===== config.mk =====
export PLATFORM = sky130hd
export DESIGN_NAME = player_sequencer
export DESIGN_NICKNAME = d
export VERILOG_FILES = /design/src/rtl/player_sequencer.sv
export SDC_FILE = /design/constraint.sdc
export NUM_CORES = 1
export LEC_CHECK = 0
export BUFFER_PORTS_ARGS = -buffer_cell sky130_fd_sc_hd__buf_2
export CAP_MARGIN = 20
export CORE_ASPECT_RATIO = 1.25
export CORE_UTILIZATION = 45
export CTS_CLUSTER_DIAMETER = 100
export DETAILED_ROUTE_END_ITERATION = 16
export HOLD_SLACK_MARGIN = 0.15
export PLACE_DENSITY = 0.7
export SKIP_CTS_REPAIR_TIMING = 1
export SYNTH_ARGS = -nofsm -noshare
export SYNTH_HDL_FRONTEND = slang
export SYNTH_SLANG_ARGS = --single-unit

===== constraint.sdc =====
create_clock -name clk -period 2.7 [get_ports clk]
set_input_delay 0.135 -clock clk [delete_from_list [all_inputs] [get_ports clk]]
set_output_delay 0.135 -clock clk [all_outputs]
set_load 0.05 [all_outputs]

===== src/rtl/player_sequencer.sv =====
// -----------------------------------------------------------------------------
// player_sequencer
//
// Frame-rate controller for the player datapath. Raw controller buttons are
// accumulated between frame ticks and, once per frame, turned into paced
// one-cycle step commands and timed sword attacks. The block also owns player
// health, post-hit invulnerability, pause and the sticky game-over condition.
//
// Ports
//   clk            system clock, all registers on its rising edge
//   reset          synchronous, active-high reset
//   frame_tick     one-cycle pulse per video frame; all pacing decisions
//   A, B           attack buttons (level)
//   start          pause toggle button (level)
//   up/down/left/right  direction buttons (level)
//   player_hit     one-cycle damage pulse from collision logic
//   step_valid     one-cycle command: move the player one tile
//   step_dir       step direction (00 up, 01 right, 10 down, 11 left)
//   sword_active   sword is shown in front of the player (level)
//   sword_dir      sword direction, held while sword_active is low
//   facing         last commanded orientation
//   player_health  remaining health, 3 down to 0
//   invuln         hit immunity active
//   paused         game paused
//   game_over      sticky, player is dead
// -----------------------------------------------------------------------------
module player_sequencer #(
  parameter int MOVE_PERIOD     = 8,
  parameter int ATTACK_FRAMES   = 4,
  parameter int COOLDOWN_FRAMES = 6,
  parameter int INVULN_FRAMES   = 32
) (
  input  logic       clk,
  input  logic       reset,
  input  logic       frame_tick,
  input  logic       A,
  input  logic       B,
  input  logic       start,
  input  logic       up,
  input  logic       down,
  input  logic       left,
  input  logic       right,
  input  logic       player_hit,
  output logic       step_valid,
  output logic [1:0] step_dir,
  output logic       sword_active,
  output logic [1:0] sword_dir,
  output logic [1:0] facing,
  output logic [1:0] player_health,
  output logic       invuln,
  output logic       paused,
  output logic       game_over
);

  typedef enum logic [2:0] {
    S_IDLE      = 3'd0,
    S_MOVE_WAIT = 3'd1,
    S_ATTACK    = 3'd2,
    S_COOLDOWN  = 3'd3,
    S_DEAD      = 3'd4
  } state_t;

  // Bit positions inside the packed button vector.
  localparam int BTN_A     = 6;
  localparam int BTN_B     = 5;
  localparam int BTN_START = 4;
  localparam int BTN_UP    = 3;
  localparam int BTN_DOWN  = 2;
  localparam int BTN_LEFT  = 1;
  localparam int BTN_RIGHT = 0;
  localparam int NUM_BTN   = 7;

  localparam logic [1:0] DIR_UP    = 2'b00;
  localparam logic [1:0] DIR_RIGHT = 2'b01;
  localparam logic [1:0] DIR_DOWN  = 2'b10;
  localparam logic [1:0] DIR_LEFT  = 2'b11;

  localparam logic [5:0] MOVE_RELOAD   = 6'(MOVE_PERIOD - 1);
  localparam logic [5:0] ATTACK_LOAD   = 6'(ATTACK_FRAMES);
  localparam logic [5:0] COOLDOWN_LOAD = 6'(COOLDOWN_FRAMES);
  localparam logic [5:0] INVULN_LOAD   = 6'(INVULN_FRAMES);

  // ---------------------------------------------------------------------------
  // Button latch: short presses between two ticks must not be lost, so every
  // cycle ORs the buttons in; the tick consumes latch|buttons and clears it.
  // ---------------------------------------------------------------------------
  logic [NUM_BTN-1:0] buttons;
  logic [NUM_BTN-1:0] latch_reg;
  logic [NUM_BTN-1:0] seen;

  assign buttons = {A, B, start, up, down, left, right};

  genvar gi;
  generate
    for (gi = 0; gi < NUM_BTN; gi++) begin : g_seen
      assign seen[gi] = latch_reg[gi] | buttons[gi];
    end
  endgenerate

  always_ff @(posedge clk) begin
    if (reset) begin
      latch_reg <= '0;
    end else if (frame_tick) begin
      latch_reg <= '0;
    end else begin
      latch_reg <= seen;
    end
  end

  // ---------------------------------------------------------------------------
  // Decode of the frame's accumulated buttons.
  // ---------------------------------------------------------------------------
  logic       attack_req;
  logic       dir_any;
  logic [1:0] dir_code;
  logic [1:0] attack_dir;

  assign attack_req = seen[BTN_A] | seen[BTN_B];
  assign dir_any    = seen[BTN_UP] | seen[BTN_DOWN] | seen[BTN_LEFT] | seen[BTN_RIGHT];

  // Priority: up > down > left > right.
  always_comb begin
    dir_code = DIR_RIGHT;
    if (seen[BTN_UP]) begin
      dir_code = DIR_UP;
    end else if (seen[BTN_DOWN]) begin
      dir_code = DIR_DOWN;
    end else if (seen[BTN_LEFT]) begin
      dir_code = DIR_LEFT;
    end
  end

  // ---------------------------------------------------------------------------
  // Registered state and outputs.
  // ---------------------------------------------------------------------------
  state_t     state_reg,         state_next;
  logic [5:0] cnt_reg,           cnt_next;
  logic [5:0] inv_cnt_reg,       inv_cnt_next;
  logic       step_valid_reg,    step_valid_next;
  logic [1:0] step_dir_reg,      step_dir_next;
  logic       sword_active_reg,  sword_active_next;
  logic [1:0] sword_dir_reg,     sword_dir_next;
  logic [1:0] facing_reg,        facing_next;
  logic [1:0] health_reg,        health_next;
  logic       invuln_reg,        invuln_next;
  logic       paused_reg,        paused_next;
  logic       game_over_reg,     game_over_next;

  // An attack without a direction keeps the current orientation.
  assign attack_dir = dir_any ? dir_code : facing_reg;

  // Qualifiers shared by the next-state logic.
  logic pause_toggle;
  logic hit_accept;
  logic dying;
  logic frame_live;
  logic run_tick;

  assign pause_toggle = frame_tick & seen[BTN_START] & (state_reg != S_DEAD);
  assign hit_accept   = player_hit & ~invuln_reg & (health_reg != 2'd0) & ~paused_reg;
  assign dying        = hit_accept & (health_reg == 2'd1);
  // The tick that toggles pause is consumed by the toggle itself and does not
  // count as a frame for the state machine or the invulnerability timer.
  assign frame_live   = frame_tick & ~paused_reg & ~pause_toggle;
  // A fatal hit overrides whatever the frame decision would have been.
  assign run_tick     = frame_live & ~dying & (state_reg != S_DEAD);

  always_ff @(posedge clk) begin
    if (reset) begin
      state_reg        <= S_IDLE;
      cnt_reg          <= 6'd0;
      inv_cnt_reg      <= 6'd0;
      step_valid_reg   <= 1'b0;
      step_dir_reg     <= DIR_UP;
      sword_active_reg <= 1'b0;
      sword_dir_reg    <= DIR_RIGHT;
      facing_reg       <= DIR_RIGHT;
      health_reg       <= 2'd3;
      invuln_reg       <= 1'b0;
      paused_reg       <= 1'b0;
      game_over_reg    <= 1'b0;
    end else begin
      state_reg        <= state_next;
      cnt_reg          <= cnt_next;
      inv_cnt_reg      <= inv_cnt_next;
      step_valid_reg   <= step_valid_next;
      step_dir_reg     <= step_dir_next;
      sword_active_reg <= sword_active_next;
      sword_dir_reg    <= sword_dir_next;
      facing_reg       <= facing_next;
      health_reg       <= health_next;
      invuln_reg       <= invuln_next;
      paused_reg       <= paused_next;
      game_over_reg    <= game_over_next;
    end
  end

  // ---------------------------------------------------------------------------
  // Next-state logic: frame decision, pause, damage and death.
  // ---------------------------------------------------------------------------
  always_comb begin
    state_next        = state_reg;
    cnt_next          = cnt_reg;
    inv_cnt_next      = inv_cnt_reg;
    step_valid_next   = 1'b0;
    step_dir_next     = step_dir_reg;
    sword_active_next = sword_active_reg;
    sword_dir_next    = sword_dir_reg;
    facing_next       = facing_reg;
    health_next       = health_reg;
    invuln_next       = invuln_reg;
    paused_next       = paused_reg;
    game_over_next    = game_over_reg;

    if (pause_toggle) begin
      paused_next = ~paused_reg;
    end

    if (run_tick) begin
      unique case (state_reg)
        S_IDLE: begin
          if (attack_req) begin
            state_next        = S_ATTACK;
            cnt_next          = ATTACK_LOAD;
            sword_active_next = 1'b1;
            sword_dir_next    = attack_dir;
            facing_next       = attack_dir;
          end else if (dir_any) begin
            step_valid_next = 1'b1;
            step_dir_next   = dir_code;
            facing_next     = dir_code;
            // With a one-frame period there is nothing to wait for.
            if (MOVE_PERIOD > 1) begin
              state_next = S_MOVE_WAIT;
              cnt_next   = MOVE_RELOAD;
            end
          end
        end

        S_MOVE_WAIT: begin
          // Attack preempts movement pacing; direction presses are dropped.
          if (attack_req) begin
            state_next        = S_ATTACK;
            cnt_next          = ATTACK_LOAD;
            sword_active_next = 1'b1;
            sword_dir_next    = attack_dir;
            facing_next       = attack_dir;
          end else if (cnt_reg == 6'd1) begin
            state_next = S_IDLE;
          end else begin
            cnt_next = cnt_reg - 6'd1;
          end
        end

        S_ATTACK: begin
          if (cnt_reg == 6'd1) begin
            state_next        = S_COOLDOWN;
            cnt_next          = COOLDOWN_LOAD;
            sword_active_next = 1'b0;
          end else begin
            cnt_next = cnt_reg - 6'd1;
          end
        end

        S_COOLDOWN: begin
          if (cnt_reg == 6'd1) begin
            state_next = S_IDLE;
          end else begin
            cnt_next = cnt_reg - 6'd1;
          end
        end

        default: begin
          state_next = state_reg;
        end
      endcase
    end

    // Damage is evaluated every cycle, independent of the frame decision.
    if (hit_accept) begin
      health_next  = health_reg - 2'd1;
      invuln_next  = 1'b1;
      inv_cnt_next = INVULN_LOAD;
    end else if (frame_live && invuln_reg) begin
      inv_cnt_next = inv_cnt_reg - 6'd1;
      if (inv_cnt_reg == 6'd1) begin
        invuln_next = 1'b0;
      end
    end

    if (dying) begin
      state_next        = S_DEAD;
      game_over_next    = 1'b1;
      sword_active_next = 1'b0;
      paused_next       = 1'b0;
      step_valid_next   = 1'b0;
    end
  end

  assign step_valid    = step_valid_reg;
  assign step_dir      = step_dir_reg;
  assign sword_active  = sword_active_reg;
  assign sword_dir     = sword_dir_reg;
  assign facing        = facing_reg;
  assign player_health = health_reg;
  assign invuln        = invuln_reg;
  assign paused        = paused_reg;
  assign game_over     = game_over_reg;

endmodule


# Yosys cells after proc, flatten, opt, wreduce, memory -nomap -nowiden
# Cells that the tools add are included.
[word_totals] ff_bits=35 inputBits=11
[classes] add_sub_neg=3 n_eq_ne=13 n_mux=29 bitwise_logic=28 n_reduce_logical=23
[op_table] operator="$mux 6" count=7
[op_table] operator="$pmux 6 s4" count=1
[op_table] operator="$mux 3" count=7
[op_table] operator="$reduce_and 4->1" count=4
[op_table] operator="$eq 6x1->1 const B" count=2
[op_table] operator="$pmux 3 s4" count=1
[op_table] operator="$reduce_bool 2->1" count=6
[op_table] operator="$sub 6x1->6 const B" count=2
[op_table] operator="$or 1x1->1" count=11
[op_table] operator="$and 1x1->1" count=10
[op_table] operator="$mux 2" count=5
[op_table] operator="$ne 3x3->1 const B" count=3
[op_table] operator="$reduce_and 3->1" count=3
[op_table] operator="$reduce_or 2->1" count=4
[op_table] operator="$not 1->1" count=7
[op_table] operator="$eq 3x2->1 const B" count=2
[op_table] operator="$mux 1" count=6
[op_table] operator="$reduce_bool 5->1" count=1
[op_table] operator="$reduce_or 5->1" count=1
[op_table] operator="$ne 2x2->1 const B" count=2
[op_table] operator="$ne 4x4->1 const B" count=1
[op_table] operator="$pmux 2 s2" count=1
[op_table] operator="$reduce_bool 4->1" count=1
[op_table] operator="$eq 3x1->1 const B" count=1
[op_table] operator="7 further kinds" count=7

# Logic depth before layout (Yosys ltp)
# Gate-level depths: netlist of the first run.
[depth] ltp_word=10 depth_mapped=12 mapped_depth_nobuf=11

# Worst setup path after synthesis of the first run
# No wires, ideal clock.
[synth_path] path_kind="reg2reg" start="reg health_reg[0] (netlist: player_health[0])" end="reg cnt_reg[4]" setup_time_ns=0.143 arrival_ns=2.032 required_ns=2.557 path_slack_ns=0.524 path_stages_with_launch=9 period_less_slack_ns=2.176 path_cell_list="dfxtp_1 -> inv_1 -> ha_1 -> nor4b_1 -> buf_2 -> a211oi_1 -> o21a_1 -> a21oi_1 -> o22ai_1"
[synth_between] elab_chain_len=8 word_cells_on_any_way=9 classes_between="eq/ne (1); bitwise (6); reduce/logical (2)"
[synth_lines] element="from (decl)" line_no="144" source="logic [1:0] health_reg, health_next;"
[synth_lines] element="from (signal assigned)" line_no="191" source="health_reg <= health_next;"
[synth_lines] element="$reduce_bool 2->1" line_no="160" source="assign hit_accept = player_hit & ~invuln_reg & (health_reg != 2'd0) & ~paused_reg;"
[synth_lines] element="$and 1x1->1 (2 in a row)" line_no="160"
[synth_lines] element="$and 1x1->1 *" line_no="161" source="assign dying = hit_accept & (health_reg == 2'd1);"
[synth_lines] element="$not 1->1 *" line_no="166" source="assign run_tick = frame_live & ~dying & (state_reg != S_DEAD);"
[synth_lines] element="$and 1x1->1 * (2 in a row)" line_no="166"
[synth_lines] element="$reduce_and 3->1 (no line) *"
[synth_lines] element="to (signal assigned)" line_no="184" source="cnt_reg <= cnt_next;"
[synth_lines] element="to (decl)" line_no="137" source="logic [5:0] cnt_reg, cnt_next;"
# Mark *: on every way between the ends. The rest lies on a longest branch, timed or not.
# A chain may end at the register's enable or synchronous reset.

# Worst setup path in the final report of the first run
[layout_path] start="reg paused_reg (netlist: paused)" end="reg state_reg[0]"
[layout_between] elab_chain_len=7 word_cells_on_any_way=10 classes_between="bitwise (8); reduce/logical (2)"
[layout_lines] element="from (decl)" line_no="146" source="logic paused_reg, paused_next;"
[layout_lines] element="from (signal assigned)" line_no="193" source="paused_reg <= paused_next;"
[layout_lines] element="$not 1->1 *" line_no="160, 164"
[layout_lines] element="$and 1x1->1" line_no="160"
[layout_lines] element="$and 1x1->1" line_no="161"
[layout_lines] element="$not 1->1" line_no="166"
[layout_lines] element="$and 1x1->1 (2 in a row)" line_no="166"
[layout_lines] element="$reduce_and 4->1 (no line)"
[layout_lines] element="to (signal assigned)" line_no="183" source="state_reg <= state_next;"
[layout_lines] element="to (decl)" line_no="136" source="state_t state_reg, state_next;"
# Marks and branches as above.

==> results of run 1 <==
==> layer usage <==
layer / global-route usage [%] / up-vias / share of wire (%)
met5: 0 / - / 0
met4: 11.7 / 0 / 4.4
met3: 4.44 / 16 / 3.4
met2: 31.2 / 36 / 49
met1: 22.2 / 693 / 43
li1: - / 759 / -
==> layout by cell type (no fill, tap or decap), types with 2 or more instances in the layout <==
master          n
buf_4           4
nand3_1         2
mux2i_1         2
xnor2_1         8
nor4_1          5
nand2_1         8
o21ai_0         8
nor3_1          6
clkbuf_8        5
nor2_1         38
or4_1           2
o22ai_1         3
ha_1            7
a211oi_1        2
a211o_1         2
nor2b_1         4
nand2b_1        7
or3_1           2
dfxtp_1        35
nand4b_1        2
or2_2           3
nor4_2          2
buf_2          23
dlygate4sd3_1   6
a21oi_1        15
inv_1          12
bufinv_16       2
nand3b_1        2
==> cell families (layout without fill, tap and decap cells) <==
kind of cell               count (synthesis)  count (layout)  synth area share, %
AOI/OAI and AO/OA                         41              41                 15.5
xor gates and xnor gates                   8               8                 4.16
adders and majority gates                  7               7                 5.20
buffers and inverters                     18              53                 4.09
DFF                                       35              35                 41.6
muxes                                      2               2                 1.19
and+or+nand+nor                           90              90                 28.2
==> power by group <==
group	switching (mW)	leakage [nW]	internal, mW
Combinational	0.156	0.501	0.0992
Sequential	0.0313	0.286	0.548
Clock	0.198	0.0644	0.368
==> layout make-up <==
class,count,area (um^2),area share [%]
Timing Repair Buffer,33,205,9.98
Tap cell,39,48.8,2.37
Sequential cell,35,701,34.1
Clock inverter,3,67.6,3.29
Clock buffer,5,68.8,3.35
Inverter,12,45.0,2.19
Multi-Input combinational cell,148,920,44.7
==> critical path: cells and delay by family, from the launching register on <==
kind            cells  cell delay, ns
compound gates      3            0.94
flops               1            0.36
simple gates        2            0.68
==> final timing paths <==
| path | from | end | slack, ns | cells after the start |
|---|---|---|---|---|
| worst max-delay path | paused$_SDFFE_PP0P_ | state_reg[0]$_SDFFE_PP0P_ | 0.64 | 5 |
| worst min-delay path | start | latch_reg[4]$_SDFF_PP0_ | 0.21 | 3 |
| worst max register to register | paused$_SDFFE_PP0P_ | state_reg[0]$_SDFFE_PP0P_ | 0.64 | 5 |
| worst min register to register | sword_dir[0]$_SDFFE_PP1P_ | sword_dir[0]$_SDFFE_PP1P_ | 0.47 | 1 |
==> stage by stage <==
stage,power (mW),setup WS [ns],cells
2_1_floorplan,0.775,0.524,201
3_3_place_gp,0.835,0.688,261
3_5_place_dp,0.838,0.662,261
4_1_cts,1.40,0.634,269
5_1_grt,1.46,0.484,275
6_report,1.40,0.638,275
==> out/metrics.cfg, run 1 <==
[die]
coreArea_um2=3540
dieArea_um2=3990
io_pins=24
die_x_um=56.7
chipHeight_um=70.4
start_util_pct=47.5
rows=24

[synthesis]
synth_edf_count=0
yosys.area.top_type=dfxtp_1
synth_area_um2=1680
synth_seq_cells=35
synth_area_leaders=dfxtp_1 (42%), nor2_1 (8.5%), ha_1 (5.2%), a21oi_1 (4.5%), xnor2_1 (4.2%)
synthDistinctLibCells=43
synth_top_area_share_pct=41.6
synth-async-reset-ratio_pct=0
ys_seq_area_share_pct=41.6
syn_nets=219
yosysMostFrequentCell=nor2_1
synth_commonest_cells=nor2_1 (38), dfxtp_1 (35), a21oi_1 (15), inv_1 (12)
syn_area_per_cell_um2=8.37
yosysWarnings=0
syn_inst=201
synth_flop_cell=dfxtp_1

[final_layout]
diodes=0
final.fill_count=333
final_area_um2=2060
area_growth_pct=22.2
largest_reg_flops=7
nNetsFinal=253
drive_gt1_share_pct=18.6
fin_util_pct=58.0

[sta]
fin_crit_ns=2.06
finalClockSkew_ns=0.0105
clock.fmax_mhz=485
timing.final.crit_share_pct=76.4
rsz0062_at_grt=no
setup_viol_count_final=0
final_hold_viol_count=0
fin_tns_setup_ns=0
hold_ws_ns=0.213
tightest_slew_ns=0.658
max_slew_margin_pct=55.9
slew_violations=0

[placed_design]
dp_hpwl_um=2430
place_congestion=0.907
port_buffers=23
place_area_um2=1860

[grt]
grt_use_total_pct=19.0
grt_pass1_vias=1394
grt_max_degree=25
antenna_found_initial=0
grt_pass1_wl_um=5890
globalRouteOverflowTotal=0

[detailed_routing]
ant_nets=0
drt_pre_antenna_iters=4
via_per_inst=5.47
vias=1504
drcViolationCount=0
drt-total-wl_um=3620
wl_per_cell_um=13.2
drtIter0Drc=37

[power]
p_leak_nw=0.851
p_per_area_nw_per_um2=682
vdd_drop_max_uv=535

[setup_path]
start_kind=register
cp_max_fo=6
arrival_ns=2.28
crit_required_ns=2.92
worstPathCellList=or4b_4, a211oi_1, o21ai_1, o21ba_2, nor3_1
cpPeakStageDelay_ns=0.57
critical_path_class=reg2reg
end_kind=register
crit_slowest_cell=or4b_4

[clock_tree]
h-tree-depth=2
cts_root_buf=clkbuf_8
cts_tree=built
cts.sinks=35
insertion_delay_ns=0.30
clkTransAtPathRegs_ns=0.07
clock_path_buffers=2
numCtsBuffers=5

[run]
drv_cap=0

[hold_path]
hold_path.class=in2reg

[run_status]
status=finished, final reports clean

Power figures use the tool's default switching activity.
==> run 2, diff against run 1 <==
==> constraint.sdc (replaced) <==
create_clock -name clk -period 2.1 [get_ports clk]
set_input_delay 0.105 -clock clk [delete_from_list [all_inputs] [get_ports clk]]
set_output_delay 0.105 -clock clk [all_outputs]
set_load 0.05 [all_outputs]
==> run 2 against run 1 <==
  * Cell area decreased by 0.18%
  * Non-clock buffer count increased by 6
  * First-iteration DRC count increased by 51%
  * Flip-flop and latch count unchanged
  * Die area unchanged
  * Largest cell class unchanged
  * Sequential power increased by 27%
  * Core utilization decreased by 0.11 points
  * Clock skew decreased by 0.0037 ns
  * Clock-buffer cell count unchanged
  * Worst setup slack got worse by 0.48 ns
  * Critical path type unchanged
==> out/metrics.cfg, run 2 (synthesis gave the netlist of run 1 again) <==
[setup_path]
cpPeakStageDelay_ns=0.55
crit_slowest_cell=or4b_4
end_kind=register
start_kind=register
critical_path_class=reg2reg
path_buf_inv=0
cp_max_fo=3
worstPathCellList=or4b_4, a2111oi_2, nand4b_1, mux2i_1, nor2_1
crit_required_ns=2.26
arrival_ns=2.11
crit_family=simple AND/OR/NAND/NOR gates

[die]
rows=24
start_util_pct=47.5
coreArea_um2=3540
dieArea_um2=3990
die_x_um=56.7
io_pins=24
chipHeight_um=70.4

[final_layout]
final_cell_mix=nor2_1 (38), dfxtp_1 (32), buf_2 (23)
regArea_um2=704
final_common_cell=nor2_1
final.fill_count=352
nNetsFinal=259
area_growth_pct=21.9
drive_gt1_share_pct=21.9
largest_reg_flops=7
multiInputGateArea_um2=920
diodes=0

[detailed_routing]
drtIter0Drc=56
via_per_inst=5.25
drcViolationCount=0
met3_length_um=117
vias=1476
drt-total-wl_um=3620
ant_nets=0
drt_pre_antenna_iters=4
wl_per_cell_um=12.9
m1WireLength_um=1640
dr.max_layer_used=met4
route.met2.wl_um=1830

[clock_tree]
insertion_delay_ns=0.29
numCtsBuffers=5
clkTransAtPathRegs_ns=0.07
clock_path_buffers=2
h-tree-depth=2
cts_tree=built
cts_root_buf=clkbuf_8
cts.sinks=35

[sta]
tightest_slew_ns=0.433
max_slew_margin_pct=70.9
finalClockSkew_ns=0.00685
timing.final.crit_share_pct=92.6
slew_violations=0
fin_crit_ns=1.95
clock.fmax_mhz=514
final_hold_viol_count=0
rsz0062_at_grt=no
setup_slack_ns=0.155
setup_viol_count_final=0
fin_tns_setup_ns=0

[run_status]
status=finished, final reports clean

[placed_design]
place_congestion=0.846
pre_cts_slack_ns=0.165
dp_hpwl_um=2560
port_buffers=23

[power]
p_per_area_nw_per_um2=760
vdd_drop_max_uv=421
p_leak_nw=0.864

[grt]
grt_use_total_pct=19.8
grt_pass1_wl_um=6180
antenna_found_initial=0
grt_pass1_vias=1428
globalRouteOverflowTotal=0
grt_max_degree=25

[hold_path]
hold_path.class=in2reg

[run]
drv_cap=0

==> run 2: cell types whose count changed in the layout (fill, tap and decap cells not counted), sizes merged <==
| cell | previous run | this run |
|---|---|---|
| clkinvlp | 1 | 0 |
| bufinv | 2 | 0 |
| clkinv | 0 | 3 |
| buf | 27 | 33 |
==> run 2: layout make-up <==
type                            instances  area share [%]
Clock buffer                            5            3.35
Clock inverter                          3           0.732
Inverter                               12            2.20
Multi-Input combinational cell        148            44.8
Sequential cell                        35            34.3
Tap cell                               39            2.38
Timing Repair Buffer                   39            12.2
==> run 2: metrics by stage <==
step           util [%]  instance area (um^2)  total power [mW]  cells  hold WS [ns]
2_1_floorplan         -                  1690             0.998    201         0.240
3_3_place_gp       53.8                  1910              1.09    267         0.357
3_5_place_dp       53.8                  1910              1.10    267         0.364
4_1_cts            56.2                  1990              1.56    275        0.0629
5_1_grt            57.9                  2050              1.64    281         0.194
6_report           57.9                  2050              1.56    281         0.182
==> run 2: worst paths after layout <==
path                                  start                         to  slack [ns]  cells past startpoint
hold / removal                        start    latch_reg[4]$_SDFF_PP0_        0.18                      3
setup / recovery        paused$_SDFFE_PP0P_   step_dir[1]$_SDFFE_PP0P_        0.15                      5
hold reg to reg   sword_dir[0]$_SDFFE_PP1P_  sword_dir[0]$_SDFFE_PP1P_        0.47                      1
setup reg to reg        paused$_SDFFE_PP0P_   step_dir[1]$_SDFFE_PP0P_        0.15                      5
==> run 2: worst min-delay path, cell delays in order <==
cell	delay, ns
buf_2	0.09
or2_2	0.12
nor2b_1	0.12
==> run 2: layer usage <==
layer  up-vias  GRT usage, %
met5         -             0
li1        779             -
met4         0          6.67
met2        24          34.4
met3         5          4.63
met1       668          23.6
==> run 2: power breakdown <==
part,total [mW],internal (mW),switching [mW]
combinational,0.353,0.141,0.212
sequential,0.738,0.707,0.0313
clock,0.469,0.227,0.242
total,1.56,1.07,0.486
==> run 3, diff against run 2 <==
--- a/config.mk
+++ b/config.mk
@@ -8,11 +8,11 @@
 export BUFFER_PORTS_ARGS = -buffer_cell sky130_fd_sc_hd__buf_2
 export CAP_MARGIN = 20
 export CORE_ASPECT_RATIO = 1.25
-export CORE_UTILIZATION = 45
+export CORE_UTILIZATION = 55
 export CTS_CLUSTER_DIAMETER = 100
 export DETAILED_ROUTE_END_ITERATION = 16
 export HOLD_SLACK_MARGIN = 0.15
-export PLACE_DENSITY = 0.7
+export PLACE_DENSITY = 0.77
 export SKIP_CTS_REPAIR_TIMING = 1
 export SYNTH_ARGS = -nofsm -noshare
 export SYNTH_HDL_FRONTEND = slang
==> run 3 against run 2 <==
  * Clock skew up 0.012 ns
  * Critical path type is now in2reg
  * Cell area up 2.3%
  * Critical endpoint is now step_dir[0]$_SDFFE_PP0P_
  * Register-to-register slack about the same
  * Combinational power up 3%
==> out/metrics.cfg, run 3 (synthesis gave the netlist of run 1 again) <==
[detailed_routing]
via_per_inst=5.63
drtIter0Drc=46
drt-total-wl_um=3870
ant_nets=0
drcViolationCount=0
vias=1565
wl_per_cell_um=13.9
drt_pre_antenna_iters=4

[clock_tree]
insertion_delay_ns=0.36
numCtsBuffers=5
cts_tree=built
cts.sinks=35
clock_path_buffers=2
clkTransAtPathRegs_ns=0.12
cts_root_buf=clkbuf_4
h-tree-depth=2

[power]
vdd_drop_max_uv=716
p_leak_nw=0.877
p_per_area_nw_per_um2=817

[placed_design]
dp_hpwl_um=2800
place_congestion=0.853
place_inst=263
port_buffers=23
pre_cts_slack_ns=0.148

[final_layout]
drive_gt1_share_pct=21.9
largest_reg_flops=7
final.fill_count=236
area_growth_pct=24.8
diodes=0
nNetsFinal=259
final_common_cell=nor2_1
final_cell_mix=nor2_1 (38), dfxtp_1 (32), buf_2 (23)
post_layout_nonfiller_instances=278

[sta]
setup_slack_ns=0.115
slew_violations=0
timing.final.crit_share_pct=94.5
fin_tns_setup_ns=0
final_hold_viol_count=0
fin_crit_ns=1.98
setup_viol_count_final=0
finalClockSkew_ns=0.0191
tightest_slew_ns=0.435
max_slew_margin_pct=70.7
hold_ws_ns=0.142
clock.fmax_mhz=504
rsz0062_at_grt=no

[setup_path]
end_kind=register
path_depth=7
worstPathCellList=dlygate4sd3_1, buf_2, or4b_4, a2111oi_4, nand4b_1, mux2i_1, nor2_1
crit_required_ns=2.33
rr_worst_depth=5
startpoint=start
crit_family=simple AND/OR/NAND/NOR gates
arrival_ns=2.21
cp_max_fo=3
critical_path_class=in2reg
rrSetupSlack_ns=0.15
path_buf_inv=2
crit_slowest_cell=or4b_4
r2r_start=state_reg[1]$_SDFFE_PP0P_
crit_end=step_dir[0]$_SDFFE_PP0P_
start_kind=input port
cpPeakStageDelay_ns=0.55
worst_r2r_endpoint=inv_cnt_reg[4]$_SDFFE_PP0P_

[die]
coreArea_um2=2920
chipHeight_um=63.8
rows=22
die_x_um=51.5
io_pins=24
start_util_pct=57.7
dieArea_um2=3290

[grt]
grt_pass1_vias=1595
antenna_found_initial=0
grt_use_total_pct=26.8
grt_pass1_wl_um=6670
grt_max_degree=25
globalRouteOverflowTotal=0

[run]
drv_cap=0

[hold_path]
hold_path.class=in2reg

[run_status]
status=finished, final reports clean

-- run 3: cell types whose count changed in the layout (fill, tap and decap cells not counted), moves of 2 or more --
cell,change
clkbuf_4,+5
clkbuf_8,-5
bufinv_16,+2
clkinv_2,-3
-- run 3: worst reg2reg max path: cells and delay by family, from the launching register on --
family                    cells  cell delay, ns
AOI/OAI and AO/OA             1            0.47
xor gates and xnor gates      1            0.18
DFF                           1            0.41
and+or+nand+nor               3            0.78
-- run 3: through the flow --
stage                     cell area (um^2)  utilization [%]  power, mW
after floorplan                       1690                -      0.998
after global placement                1900             65.0       1.08
after detailed placement              1900             65.0       1.10
after CTS                             2000             68.5       1.70
after global routing                  2100             72.0       1.78
final                                 2100             72.0       1.71
-- run 3: how the worst min path moves through the flow --
stage / cells after the start / slack, ns / startpoint / endpoint
finish: 2 / 0.14 / reset / step_dir[1]$_SDFFE_PP0P_
global route: 3 / 0.16 / frame_tick / latch_reg[6]$_SDFF_PP0_
CTS: 3 / 0.01 / B / latch_reg[5]$_SDFF_PP0_
detailed placement: 3 / 0.37 / B / latch_reg[5]$_SDFF_PP0_
global placement: 3 / 0.35 / A / latch_reg[6]$_SDFF_PP0_
floorplan: 2 / 0.24 / B / latch_reg[5]$_SDFF_PP0_
-- run 3: cell type report --
type                            instances  area (um^2)  share of cell area (%)
Clock inverter                          2         60.1                    2.86
Sequential cell                        35          704                    33.6
Inverter                               12         45.0                    2.15
Timing Repair Buffer                   39          253                    12.0
Tap cell                               36         45.0                    2.15
Clock buffer                            6         41.3                    1.97
Multi-Input combinational cell        148          951                    45.3
-- run 3: per-layer routing --
| metal | GRT usage [%] | vias to the layer above | part of all wire (%) |
|---|---|---|---|
| li1 | - | 774 | - |
| met1 | 27.9 | 741 | 42 |
| met2 | 49.2 | 41 | 53 |
| met3 | 4.76 | 9 | 3.0 |
| met4 | 14.2 | 0 | 1.9 |
| met5 | 0 | - | 0 |
-- run 3: where the power goes --
part | internal, mW | leakage, nW | total (mW) | switching (mW)
sequential | 0.707 | 0.286 | 0.742 | 0.0354
clock | 0.371 | 0.0525 | 0.608 | 0.237
combinational | 0.145 | 0.539 | 0.365 | 0.220
